File: src/rtl/cdb_arbiter.sv
// Round-robin arbiter sharing the common data bus between result producers.
// Each producer owns a one-entry holding buffer; one buffered result is broadcast per cycle.
module cdb_arbiter #(
    parameter int unsigned N_REQ  = 4,
    parameter int unsigned TAG_W  = 5,
    parameter int unsigned DATA_W = 32,
    parameter int unsigned SRC_W  = 2
) (
    input  logic                      clk,
    input  logic                      rst,
    input  logic                      flush,
    input  logic [N_REQ-1:0]          req_valid,
    input  logic [N_REQ*TAG_W-1:0]    req_tag,
    input  logic [N_REQ*DATA_W-1:0]   req_data,
    output logic [N_REQ-1:0]          req_ready,
    output logic                      cdb_valid,
    output logic [TAG_W-1:0]          cdb_tag,
    output logic [DATA_W-1:0]         cdb_data,
    output logic [SRC_W-1:0]          cdb_src,
    output logic                      busy
);

    logic [N_REQ-1:0]  buf_valid_q;
    logic [TAG_W-1:0]  buf_tag_q  [N_REQ];
    logic [DATA_W-1:0] buf_data_q [N_REQ];
    logic [SRC_W-1:0]  rr_ptr_q;

    logic [N_REQ-1:0]  grant;
    logic [N_REQ-1:0]  accept;
    logic [SRC_W-1:0]  win;
    logic [SRC_W-1:0]  rr_next;
    logic              any_grant;

    // Two passes: indices at or above the pointer first, then the wrapped-around ones.
    always_comb begin
        grant     = '0;
        win       = '0;
        any_grant = 1'b0;
        for (int unsigned i = 0; i < N_REQ; i++) begin
            if (!any_grant && buf_valid_q[i] && (i >= 32'(rr_ptr_q))) begin
                any_grant = 1'b1;
                grant[i]  = 1'b1;
                win       = SRC_W'(i);
            end
        end
        for (int unsigned i = 0; i < N_REQ; i++) begin
            if (!any_grant && buf_valid_q[i] && (i < 32'(rr_ptr_q))) begin
                any_grant = 1'b1;
                grant[i]  = 1'b1;
                win       = SRC_W'(i);
            end
        end
    end

    always_comb begin
        rr_next = '0;
        if (win != SRC_W'(N_REQ - 1)) begin
            rr_next = win + 1'b1;
        end
    end

    // A granted buffer frees up this cycle, so it can take a new result at the same edge.
    assign req_ready = ~buf_valid_q | grant;
    assign accept    = req_valid & req_ready & {N_REQ{~flush}};
    assign busy      = |buf_valid_q;

    always_ff @(posedge clk) begin
        if (rst) begin
            buf_valid_q <= '0;
            rr_ptr_q    <= '0;
            cdb_valid   <= 1'b0;
            cdb_tag     <= '0;
            cdb_data    <= '0;
            cdb_src     <= '0;
            for (int unsigned i = 0; i < N_REQ; i++) begin
                buf_tag_q[i]  <= '0;
                buf_data_q[i] <= '0;
            end
        end else begin
            buf_valid_q <= flush ? '0 : (accept | (buf_valid_q & ~grant));
            for (int unsigned i = 0; i < N_REQ; i++) begin
                if (accept[i]) begin
                    buf_tag_q[i]  <= req_tag[i*TAG_W +: TAG_W];
                    buf_data_q[i] <= req_data[i*DATA_W +: DATA_W];
                end
            end
            cdb_valid <= any_grant & ~flush;
            if (any_grant) begin
                cdb_tag  <= buf_tag_q[win];
                cdb_data <= buf_data_q[win];
                cdb_src  <= win;
            end
            // The pointer survives a flush so fairness carries across it.
            if (any_grant && !flush) begin
                rr_ptr_q <= rr_next;
            end
        end
    end

endmodule

File: config.mk
export PLATFORM = sky130hd
export DESIGN_NAME = cdb_arbiter
export DESIGN_NICKNAME = d
export VERILOG_FILES = /design/src/rtl/cdb_arbiter.sv
export SDC_FILE = /design/constraint.sdc
export NUM_CORES = 1
export LEC_CHECK = 0
export ABC_CLOCK_PERIOD_IN_PS = 3300
export CAP_MARGIN = 20
export CORE_UTILIZATION = 46
export DETAILED_ROUTE_END_ITERATION = 10
export PLACE_DENSITY = 0.79
export SKIP_LAST_GASP = 1
export SLEW_MARGIN = 40
export SYNTH_ARGS = -nofsm -noshare
export SYNTH_HDL_FRONTEND = slang
export SYNTH_SLANG_ARGS = --single-unit
File: constraint.sdc
create_clock -name clk -period 3.3 [get_ports clk]
set_clock_uncertainty 0.05 [all_clocks]
set_input_delay 0.66 -clock clk [delete_from_list [all_inputs] [get_ports clk]]
set_output_delay 0.66 -clock clk [all_outputs]
set_load 0.005 [all_outputs]
==> After elaboration in Yosys (flattened, before gate mapping) <==
Memory sizes are Yosys's and may differ from the RTL's. A register that Yosys moved wholly into a read port is not among the register bits.
Cells that the tools add are included.
{ "op_classes": {"n_reduce_logical": 22, "n_addsub": 1, "eq_ne": 1, "bitwise": 17, "muxes": 42, "n_lt_le_gt_ge": 6} }
{ "ops": {"columns": ["op", "n"], "rows": [
  ["$mux 32", 4],
  ["$mux 1", 28],
  ["$mux 5", 4],
  ["$logic_and 1x1->1", 13],
  ["$and 4x4->4", 3],
  ["$mux 2", 6],
  ["$not 4->4", 2],
  ["$or 1x1->1", 8],
  ["$or 4x4->4", 2],
  ["$logic_not 1->1", 7],
  ["$ge 1x2->1 const A", 2],
  ["$lt 1x2->1 const A", 2],
  ["$reduce_or 4->1", 1],
  ["$add 2x1->2 const B", 1],
  ["$ge 2x2->1 const A", 1],
  ["$lt 2x2->1 const A", 1],
  ["$ne 2x2->1 const B", 1],
  ["$reduce_or 2->1", 1],
  ["$and 1x1->1", 1],
  ["$not 1->1", 1]
]} }
{ "totals": {"n_memories": 2, "inputBits": 155, "ff_bits": 9, "ramBits": 148, "elab_cells": 95, "out_inout_bits": 45} }
{ "memory_table": {"columns": ["name", "depth", "word_bits", "rd", "rd_clocked_by_memory_dff", "write_ports", "line_no", "rtl"], "rows": [
  ["buf_data_q", 4, 32, 1, 1, 4, "25", "logic [DATA_W-1:0] buf_data_q [N_REQ];"],
  ["buf_tag_q", 4, 5, 1, 1, 4, "24", "logic [TAG_W-1:0] buf_tag_q [N_REQ];"]
]} }

==> Depth between registers and ports, before layout <==
Gate-level depths: netlist (run 1).
{ "logic_depth": {"depth_word": 33, "mapped_depth": 8} }

==> Worst setup path before layout (run 1) <==
Ideal clock, no wire load.
{ "synth_timing": {"path_type": "flip-flop to flip-flop", "start": "register buf_valid_q[0]", "end": "memory buf_data_q[2][0], enable pin", "stages_incl_launch_ff": 7, "path_slack_ps": 87, "t_arrival_ps": 2724, "path_buffers": 1, "path_cell_list": "dfxtp_1 buf_2 nor2_1 a21oi_1 o221ai_1 nand2_1 o21bai_1"} }
{ "synth_lines": {"columns": ["element", "line_no", "rtl"], "rows": [
  ["from (decl)", "23", "logic [N_REQ-1:0] buf_valid_q;"],
  ["from (signal assigned)", "80", "buf_valid_q <= flush ? '0 : (accept | (buf_valid_q & ~grant));"],
  ["to (decl)", "25", null]
]} }

==> Final worst setup path (run 1) <==
{ "layout_timing": {"start": "register rr_ptr_q[0]", "end": "output port req_ready[2]"} }
{ "layout_between": {"elab_chain_len": 27} }
{ "layout_rtl": {"columns": ["element", "line_no", "rtl"], "rows": [
  ["from (decl)", "26", "logic [SRC_W-1:0] rr_ptr_q;"],
  ["from (signal assigned)", "95", "rr_ptr_q <= rr_next;"],
  ["$ge 1x2->1", "40", "if (!any_grant && buf_valid_q[i] && (i >= 32'(rr_ptr_q))) begin"],
  ["$logic_and 1x1->1", "40", null],
  ["$mux 1", "40", null],
  ["$logic_not 1->1", "40", null],
  ["$logic_and 1x1->1 (2 in series)", "40", null],
  ["$mux 1", "40", null],
  ["$logic_not 1->1", "40", null],
  ["$logic_and 1x1->1 (2 in series)", "40", null],
  ["[... 7 more ...]", null, null],
  ["$mux 1", "47", "if (!any_grant && buf_valid_q[i] && (i < 32'(rr_ptr_q))) begin"],
  ["$logic_not 1->1", "47", null],
  ["$logic_and 1x1->1 (2 in series)", "47", null],
  ["$mux 1", "47", null],
  ["$logic_not 1->1", "47", null],
  ["$logic_and 1x1->1 (2 in series)", "47", null],
  ["$mux 1 (*)", "47", null],
  ["$or 4x4->4 (*)", "63", "assign req_ready = ~buf_valid_q | grant;"],
  ["to (decl)", "15", "output logic [N_REQ-1:0] req_ready,"]
]} }
Mark *: on every way between the ends. The rest lies on a longest branch, timed or not.

==> results of run 1 <==
## final cells by class
type / count / area, µm²
Fill cell: 1415 / 7110
Clock buffer: 20 / 447
Timing Repair Buffer: 223 / 2190
Multi-Input combinational cell: 399 / 3150
Clock inverter: 12 / 125
Tap cell: 234 / 293
Sequential cell: 194 / 5370
Inverter: 6 / 22.5
## synth_stat cells (all sizes together)
library cell	number
nand2b	5
a221oi	37
o221ai	2
a21o	1
a31oi	1
o21bai	4
a2111oi	37
a211oi	1
nand2	8
buf	36
or2	1
nor2	49
a311oi	1
clkbuf	18
o21ai	5
and3b	1
mux2i	37
inv	6
a21oi	12
o2bb2ai	1
nor2b	34
and3	4
nor3	1
o31a	1
nor4	1
and2	148
and2b	5
dfxtp	46
edfxtp	148
nand3	2
## where the power goes
part	switching, W	internal [W]	total [W]
sequential	0.0000830	0.00281	0.00290
combinational	0.000425	0.000452	0.000877
clock	0.000941	0.00108	0.00202
total	0.00145	0.00435	0.00579
## how the worst max path moves through the flow
stage                                         start                              end  cells after the start
after floorplan           buf_valid_q[0]$_SDFF_PP0_   buf_data_q[2][0]$_SDFFCE_PN0P_                      6
after global placement                        flush  buf_data_q[3][26]$_SDFFCE_PN0P_                      5
after detailed placement                      flush   buf_data_q[3][9]$_SDFFCE_PN0P_                      5
after CTS                  rr_ptr_q[0]$_SDFFE_PP0P_                     req_ready[2]                      4
after global routing       rr_ptr_q[0]$_SDFFE_PP0P_                     req_ready[2]                      4
final                      rr_ptr_q[0]$_SDFFE_PP0P_                     req_ready[2]                      4
## cell usage in the layout, fill, tap and decap left out, drive strengths merged, types with 4 or more instances in the layout
cell type      netlist  routed
dfxtp               46      46
and2b                5       5
o21ai                5       5
nand2b               5       5
and3                 4       4
nand2                8       8
o21bai               4       4
a221oi              37      37
clkbuf              18      20
edfxtp             148     148
a2111oi             37      37
clkdlybuf4s50        0     198
a21oi               12      12
and2               148     148
inv                  6      10
nor2b               34      34
buf                 36      25
clkinv               0       5
nor2                49      49
mux2i               37      37
## flip-flops by register name, summed over array words and instances (netlist names)
register,cells
buf_data_q,128
cdb_data,32
buf_tag_q,20
cdb_tag,5
buf_valid_q,4
cdb_src,2
rr_ptr_q,2
cdb_valid,1
## worst max-delay path: cells and delay by family (launching register included)
family	cells	cell delay [ps]
buffers and inverters	1	590
AO/OA/AOI/OAI	2	470
flip-flops	1	540
AND/OR/NAND/NOR	1	200
## cell families (layout without fill, tap and decap cells)
kind of cell,Yosys count,after routing,synth area share (%)
AO/OA/AOI/OAI,103,103,13.7
AND/OR/NAND/NOR,259,259,17.2
buffers and inverters,60,261,3.94
flip-flops,194,194,60.9
multiplexers,37,37,4.21
## per-layer routing
layer  up-vias  GRT usage (%)  share of wire (%)
li1       2775              -                  -
met1      2830           30.9                 45
met2       208           34.8                 48
met3        20           5.16                6.4
met4         0           4.74               0.95
met5         -              0                  0
## per-stage QoR
stage / area [µm²] / power [W] / utilization [%]
after floorplan: 8810 / 0.00339 / -
after detailed placement: 11000 / 0.00383 / 58.9
after global placement: 11000 / 0.00381 / 58.9
after global routing: 11600 / 0.00600 / 62.0
final: 11600 / 0.00579 / 62.0
after CTS: 11600 / 0.00583 / 62.0
==> summary.txt, run 1 <==
Setup path
  • Crit path required time: 2590 ps
  • CP Capture Type: primary output
  • Reg2reg end: cdb_data[12]$_SDFFE_PP0P_
  • Worst r2r src: buf_valid_q[3]$_SDFF_PP0_
  • Crit Path Max Fanout: 11
  • R2r worst-path depth: 6
  • Critical path type: reg -> out
  • Flop2flop setup slack: 700 ps
  • Max stage delay cell, worst path: clkdlybuf4s50_1
  • Startpoint class of the critical path: flop
  • Cell Chain, Critical Path: nand2b_1 > a21oi_1 > o221ai_1 > clkdlybuf4s50_1
  • WP data arrival: 2230 ps
  • Slowest Stage Delay on Critical Path: 590 ps

STA
  • Final setup fails: 0
  • Final worst path period need: 2940 ps
  • Min setup slack post-route: 356 ps
  • Slew Viols, Final: 0
  • Final Hold Vio Count: 0
  • Worst-Margin Slew: 816 ps
  • Slew Limit Headroom: 45.6%
  • Worst hold margin: 448 ps
  • Final Cycle Share: 89.2%
  • Setup TNS: 0 ps
  • Fmax: 340 MHz
  • RSZ-0062 raised after global routing: no

Placement
  • Final RePlAce weighted congestion: 0.800
  • Pre-CTS WS: 578 ps
  • Inst Count DP: 1056
  • HPWL Detailed: 14400 µm
  • I/O Buffers: 199

Worst hold path
  • Hold path cells: 2
  • Hold Path Sink: cdb_src[0]$_SDFFE_PP0P_
  • Min-delay src: cdb_src[0]$_SDFFE_PP0P_
  • Hold crit path type: reg -> reg

Logic synthesis
  • Cell variety after synth: 43
  • Post-synth top area share: 50.5%
  • Sequential share of the synthesized area: 60.9%
  • Seq cells post-synth: 194
  • Synthesized Nets: 808
  • Most area-hungry cell type in the Yosys netlist: edfxtp_1
  • Mapped Area: 8810 µm²
  • Top cells by area, synth: edfxtp_1 50%, and2_1 11%, dfxtp_1 10%
  • YS warnings: 0
  • Syn Inst Count: 653
  • Syn avg cell area: 13.5 µm²

Pwr
  • PwrDens: 500 nW/µm²
  • Cell leakage power: 4.42 nW
  • Worst VDD drop: 0.373 mV

Clock network
  • H-tree depth: 4
  • CTS tree: yes
  • CTS root buf: clkbuf_16
  • Later-pin clock latency in the skew report: 430 ps
  • Worst-case clock buffer depth: 2
  • CTS sink cnt: 194
  • CTS Buf Count: 17
  • Reg clk slew, reported paths: 70 ps
  • Setup Buffers After CTS: 0
  • CTS resizes: 0
  • Hold-fix buffer count after cts: 0

Final layout
  • Layout cells sized above 1: 15.2%
  • Synth-to-Final Area Change: 31.6%
  • Antenna Cells: 0
  • Fin nets: 996
  • Final cell count without fillers: 1088

Floorplan
  • Die Ht: 140 µm
  • Initial core utilization: 47.1%
  • DIE WIDTH: 140 µm
  • Die Area: 19700 µm²
  • I/O pin cnt: 200
  • Core box area: 18700 µm²
  • Num rows: 50

Detailed routing
  • Post-DRT Antenna Nets: 0
  • Via count: 5833
  • WL final: 21300 µm
  • Pre-Repair DR Iteration Count: 4
  • Drt wl/cell: 19.6 µm
  • DRC viols: 0
  • Via density: 5.36
  • Initial drt markers: 312

Global route
  • First-pass GRT wire length: 32700 µm
  • Grt ovf: 0
  • Pin count of the biggest net entering global routing: 47
  • Antenna violations before repair: 0
  • Global Route Usage Sum: 22.0%
  • Vias in the first global route: 5807

Job
  • Max cap viols: 0

Status
  • Status: complete, no violations
(Power assumes the default switching activity.)
==> run 2, diff against run 1 <==
GPL_ROUTABILITY_DRIVEN = 1   (was unset)
==> results of run 2 <==
The final DEF is identical to that of run 1; final timing and power are the same.
